[src/rtl/share_recombiner.sv]
// Serially XORs NUM_SHARES masked shares into one unmasked value; the result is valid the cycle after the last share is accepted.
// Backpressure: in_ready = !out_valid || out_ready. A group of the wrong length is dropped and flagged with a one-cycle err_len pulse.
module share_recombiner #(
    parameter int DATA_W     = 8,
    parameter int NUM_SHARES = 3
) (
    input  logic              clk,
    input  logic              rst,
    input  logic [DATA_W-1:0] in_share,
    input  logic              in_valid,
    input  logic              in_last,
    output logic              in_ready,
    output logic [DATA_W-1:0] out_data,
    output logic              out_valid,
    input  logic              out_ready,
    output logic              err_len
);

    localparam int CNT_W = $clog2(NUM_SHARES);

    logic [DATA_W-1:0] acc;
    logic [CNT_W-1:0]  cnt;
    logic              accept;
    logic              last_slot;
    logic              complete;
    logic              bad_len;
    logic              advance;

    assign in_ready  = !out_valid || out_ready;
    assign accept    = in_valid && in_ready;
    assign last_slot = (cnt == CNT_W'(NUM_SHARES - 1));
    assign complete  = accept && last_slot && in_last;
    // Early last and missing last both show up as in_last disagreeing with the slot position.
    assign bad_len   = accept && (last_slot != in_last);
    assign advance   = accept && !last_slot && !in_last;

    always_ff @(posedge clk) begin
        if (rst) begin
            acc       <= '0;
            cnt       <= '0;
            out_data  <= '0;
            out_valid <= 1'b0;
            err_len   <= 1'b0;
        end else begin
            err_len <= bad_len;

            if (complete) begin
                out_data  <= acc ^ in_share;
                out_valid <= 1'b1;
            end else if (out_valid && out_ready) begin
                // Clear the unmasked value as soon as the consumer has taken it.
                out_data  <= '0;
                out_valid <= 1'b0;
            end

            if (complete || bad_len) begin
                acc <= '0;
                cnt <= '0;
            end else if (advance) begin
                acc <= acc ^ in_share;
                cnt <= cnt + CNT_W'(1);
            end
        end
    end

endmodule

[config.mk]
export PLATFORM = sky130hd
export DESIGN_NAME = share_recombiner
export DESIGN_NICKNAME = d
export VERILOG_FILES = /design/src/rtl/share_recombiner.sv
export SDC_FILE = /design/constraint.sdc
export NUM_CORES = 1
export LEC_CHECK = 0
export ABC_AREA = 1
export CORE_MARGIN = 2
export CORE_UTILIZATION = 47
export DETAILED_ROUTE_END_ITERATION = 12
export GPL_TIMING_DRIVEN = 0
export PLACE_DENSITY = 0.77
export RECOVER_POWER = 25
export SETUP_SLACK_MARGIN = 0.1
export SYNTH_ARGS = -nofsm -noshare
export SYNTH_HDL_FRONTEND = slang
export SYNTH_SLANG_ARGS = --single-unit
[constraint.sdc]
create_clock -name clk -period 1.35 [get_ports clk]
set_input_delay 0.2025 -clock clk [delete_from_list [all_inputs] [get_ports clk]]
set_output_delay 0.2025 -clock clk [all_outputs]
set_load 0.05 [all_outputs]
==> summary.md <==
| Metric | Value |
|---|---|
| Status | `finished clean` |
| # setup viols final | `0` |
| DR WL/cell | `12.24 um` |
| Busiest layer in global routing | `met2` |
| Net Sw Power | `between 0.0003 and 0.0004 W` |
| N_diodes | `0` |
| WP data required | `roughly 1.2 ns` |
| Height of the die | `48.89 um` |
| Yosys warning count | `0` |
| Reg clk slew, reported paths | `around 0.13 ns` |
| All-layer global routing usage | `a little under a fifth` |
| TNS Setup | `0 ns` |
| Post-synthesis cell type count | `16` |
| CTS Buf Count | `3` |
| Detail Route Antenna Nets | `0` |
| Die area | `2390 um2` |
| Syn_nets | `approximately 140` |
| Ys flop type | `dfxtp_1` |
| Drt total wl | `2227 um` |
| Sequential area share after synthesis | `42.27%` |
| Met1 Use GR | `20.70%` |
| Final period util | `around 90%` |
| Internal power | `0.0008997 W` |
| Dpl hpwl | `1489 um` |
| Vias | `around 890` |
| Register share of total power | `roughly half` |
| Synth top area share | `about 42%` |
| Levels on crit path | `1` |
| H-tree depth | `1` |
| Shortest period the worst path allows | `about 1.2 ns` |
| Grt total ovfl | `0` |
| Clk sinks | `20` |
| Placer Congestion | `~0.76` |
| Crit path largest cell delay | `between 0.3 and 0.4 ns` |
| Worst skew pair latency | `between 0.3 and 0.4 ns` |
| Pre-antenna DRT Iters | `4` |
| Largest cells by area after synthesis | `dfxtp_1 42%, nand2_1 9.9%, nand3_1 9.0%, xor2_1 7.4%, nor2_1 7.1%` |
| Post-DP Area | `around 1200 um2` |
| Top-count cell post-synth | `nand2_1` |
| Hold Fails Final Rpt | `0` |
| Syn avg cell area | `between 7 and 8 um2` |
| Met3 GRT Util | `about 4.0%` |
| Worst Path Max Fanout | `1` |
| CP top delay family | `buffers and inverters` |
| RSZ-0062 raised after global routing | `no` |
| Slowest-stage cell, CP | `clkdlybuf4s15_2` |
| Critical path capture point type | `output port` |
| Total power | `~0.0013 W` |
| Static Leak | `approximately 0.6 nW` |
| Max clock buf depth | `2` |
| Die Wd | `between 40 and 50 um` |
| Fmax | `approximately 820 MHz` |
| Hold_ws | `0.1873 ns` |
| Slew Viols, Final | `0` |
| Number of synthesized flops with an enable pin | `0` |
| Synth cell count leaders | `25 x nand2_1, 20 x dfxtp_1, 18 x nor2_1, 17 x nand3_1, 16 x inv_1` |
| Design Area, Final | `1266 um2` |
| Routed vias/inst | `4.912` |
| Synthesized instance count | `approximately 130` |
| Peak VDD IR | `511.1 uV` |
| CTS tree | `yes` |
| Starting Density | `about half` |
| Crit path launch | `err_len$_SDFF_PP0_` |
| Area Overhead vs Synth | `33.69%` |
| Hold Buf Count CTS | `0` |
| Critical path type | `flip-flop to output port` |
| Worst slew margin | `between 70% and 80%` |
| Critical R2R Launch | `cnt[0]$_SDFFE_PP0P_` |
| Synth area leader | `dfxtp_1` |
| Logic pwr share | `around a fifth` |
| Placement row count | `16` |
| Pin count of the biggest net entering global routing | `12` |
| Reg2reg path depth | `7` |
| CP bufs+invs | `1` |
| Core area | `between 1500 and 2000 um2` |
| FFs w/ async S/R, synth | `0%` |
| Timing endpoint of the critical path | `err_len` |
| Total of max-cap violations | `0` |
| Hold path start | `rst` |
| Antenna violations before repair | `0` |
| Share of layout cells above drive strength 1 | `between 20% and 30%` |
| Global-route wire length before repair | `between 3000 and 4000 um` |
| Core Util, Final | `between 60% and 70%` |
| Drt drc | `0` |
| Pwr Density | `roughly 1000 nW/um2` |
| Worst r2r dst | `out_data[0]$_SDFFE_PP0P_` |
| Net Sw Frac | `between 20 and 30%` |
| Hold crit path type | `input pin to flip-flop` |
| Crit path DAT | `1.02 ns` |
| Slew @ Worst Pin | `around 0.3 ns` |
| Clk network pwr share | `29.4%` |
| Clock Tree Root | `clkbuf_4` |
| Crit start category | `flip-flop` |
| Number of global-route vias before repair | `785` |
| M2 GR Usage | `34.47%` |
| Final nets | `170` |
| Mapped cell area | `947.2 um2` |
| Yosys reg bits | `20` |
| Clock skew | `0.006603 ns` |
| I/O pins | `24` |
| Drt first-iter violations | `14` |
| R2R setup slack | `roughly 0.15 ns` |
| Number of I/O port buffers | `22` |
| Cell Chain, Critical Path | `clkdlybuf4s15_2` |
-- power groups by stage --
stage / Combinational (W) / Clock (W) / Sequential (W)
after floorplan: 0.000134 / 0 / 0.000675
after global placement: 0.000231 / 0 / 0.000650
after detailed placement: 0.000239 / 0 / 0.000653
after CTS: 0.000237 / 0.000373 / 0.000640
after global routing: 0.000289 / 0.000394 / 0.000645
final: 0.000264 / 0.000378 / 0.000641
-- kinds of logic (layout without fill, tap and decap cells) --
family | count (synthesis) | after routing | synth area share, %
adder cells (fa/ha/maj) | 1 | 1 | 1.321
flip-flops | 20 | 20 | 42.27
AND/OR/NAND/NOR | 67 | 67 | 33.95
AO/OA/AOI/OAI | 9 | 9 | 5.152
buffers and inverters | 22 | 50 | 9.908
XOR/XNOR | 8 | 8 | 7.398
-- worst min path at each step --
stage / endpoint / cells after the start
after CTS: out_data[4]$_SDFFE_PP0P_ / 2
after detailed placement: cnt[0]$_SDFFE_PP0P_ / 2
after floorplan: out_data[0]$_SDFFE_PP0P_ / 3
after global placement: cnt[0]$_SDFFE_PP0P_ / 2
final: out_data[2]$_SDFFE_PP0P_ / 2
after global routing: out_data[2]$_SDFFE_PP0P_ / 2
-- state kept, by name (all words and copies together), names as in the netlist --
name	count
err_len	1
out_valid	1
acc	8
out_data	8
cnt	2
-- cell type report --
class | instances | area, um2
multi-input cells | 85 | 483.0
fillers | 169 | 655.6
inverters | 18 | 67.56
flip-flops and latches | 20 | 405.4
clock buffers | 4 | 36.28
well taps | 27 | 33.78
plain buffers | 4 | 30.03
repair buffers | 24 | 210.2
-- per-stage QoR --
stage / std cells / worst slack, ns
final: 182 / 0.1314
after global routing: 182 / 0.04646
after CTS: 180 / 0.04852
after detailed placement: 176 / -0.4886
after global placement: 176 / -0.4741
after floorplan: 127 / 0.1764
-- repair_timing --
item                                    in CTS  in global routing
resized for setup                           43                 24
endpoints found under the setup margin      21                 26
pin swaps                                    1                  6
buffers inserted                             0                  1
gates cloned                                 0                  1
-- per-layer routing --
metal / part of all wire, % / wire (um)
met1: 44 / 990
met2: 51 / 1144
met3: 2.4 / 53
met4: 1.7 / 38
met5: 0 / 0
-- placed cells by master (no fill, tap or decap), types with 3 or more instances in the layout --
cell,Yosys,routed
a21oi_1,8,8
buf_2,3,7
clkbuf_2,0,5
clkbuf_4,0,3
clkdlybuf4s50_1,0,11
dfxtp_1,20,18
inv_1,16,14
inv_2,2,4
nand2_1,25,23
nand2_4,3,4
nand3_1,17,17
nor2_1,18,18
xor2_1,8,8
Note: power is estimated with default switching activity, not from simulation.
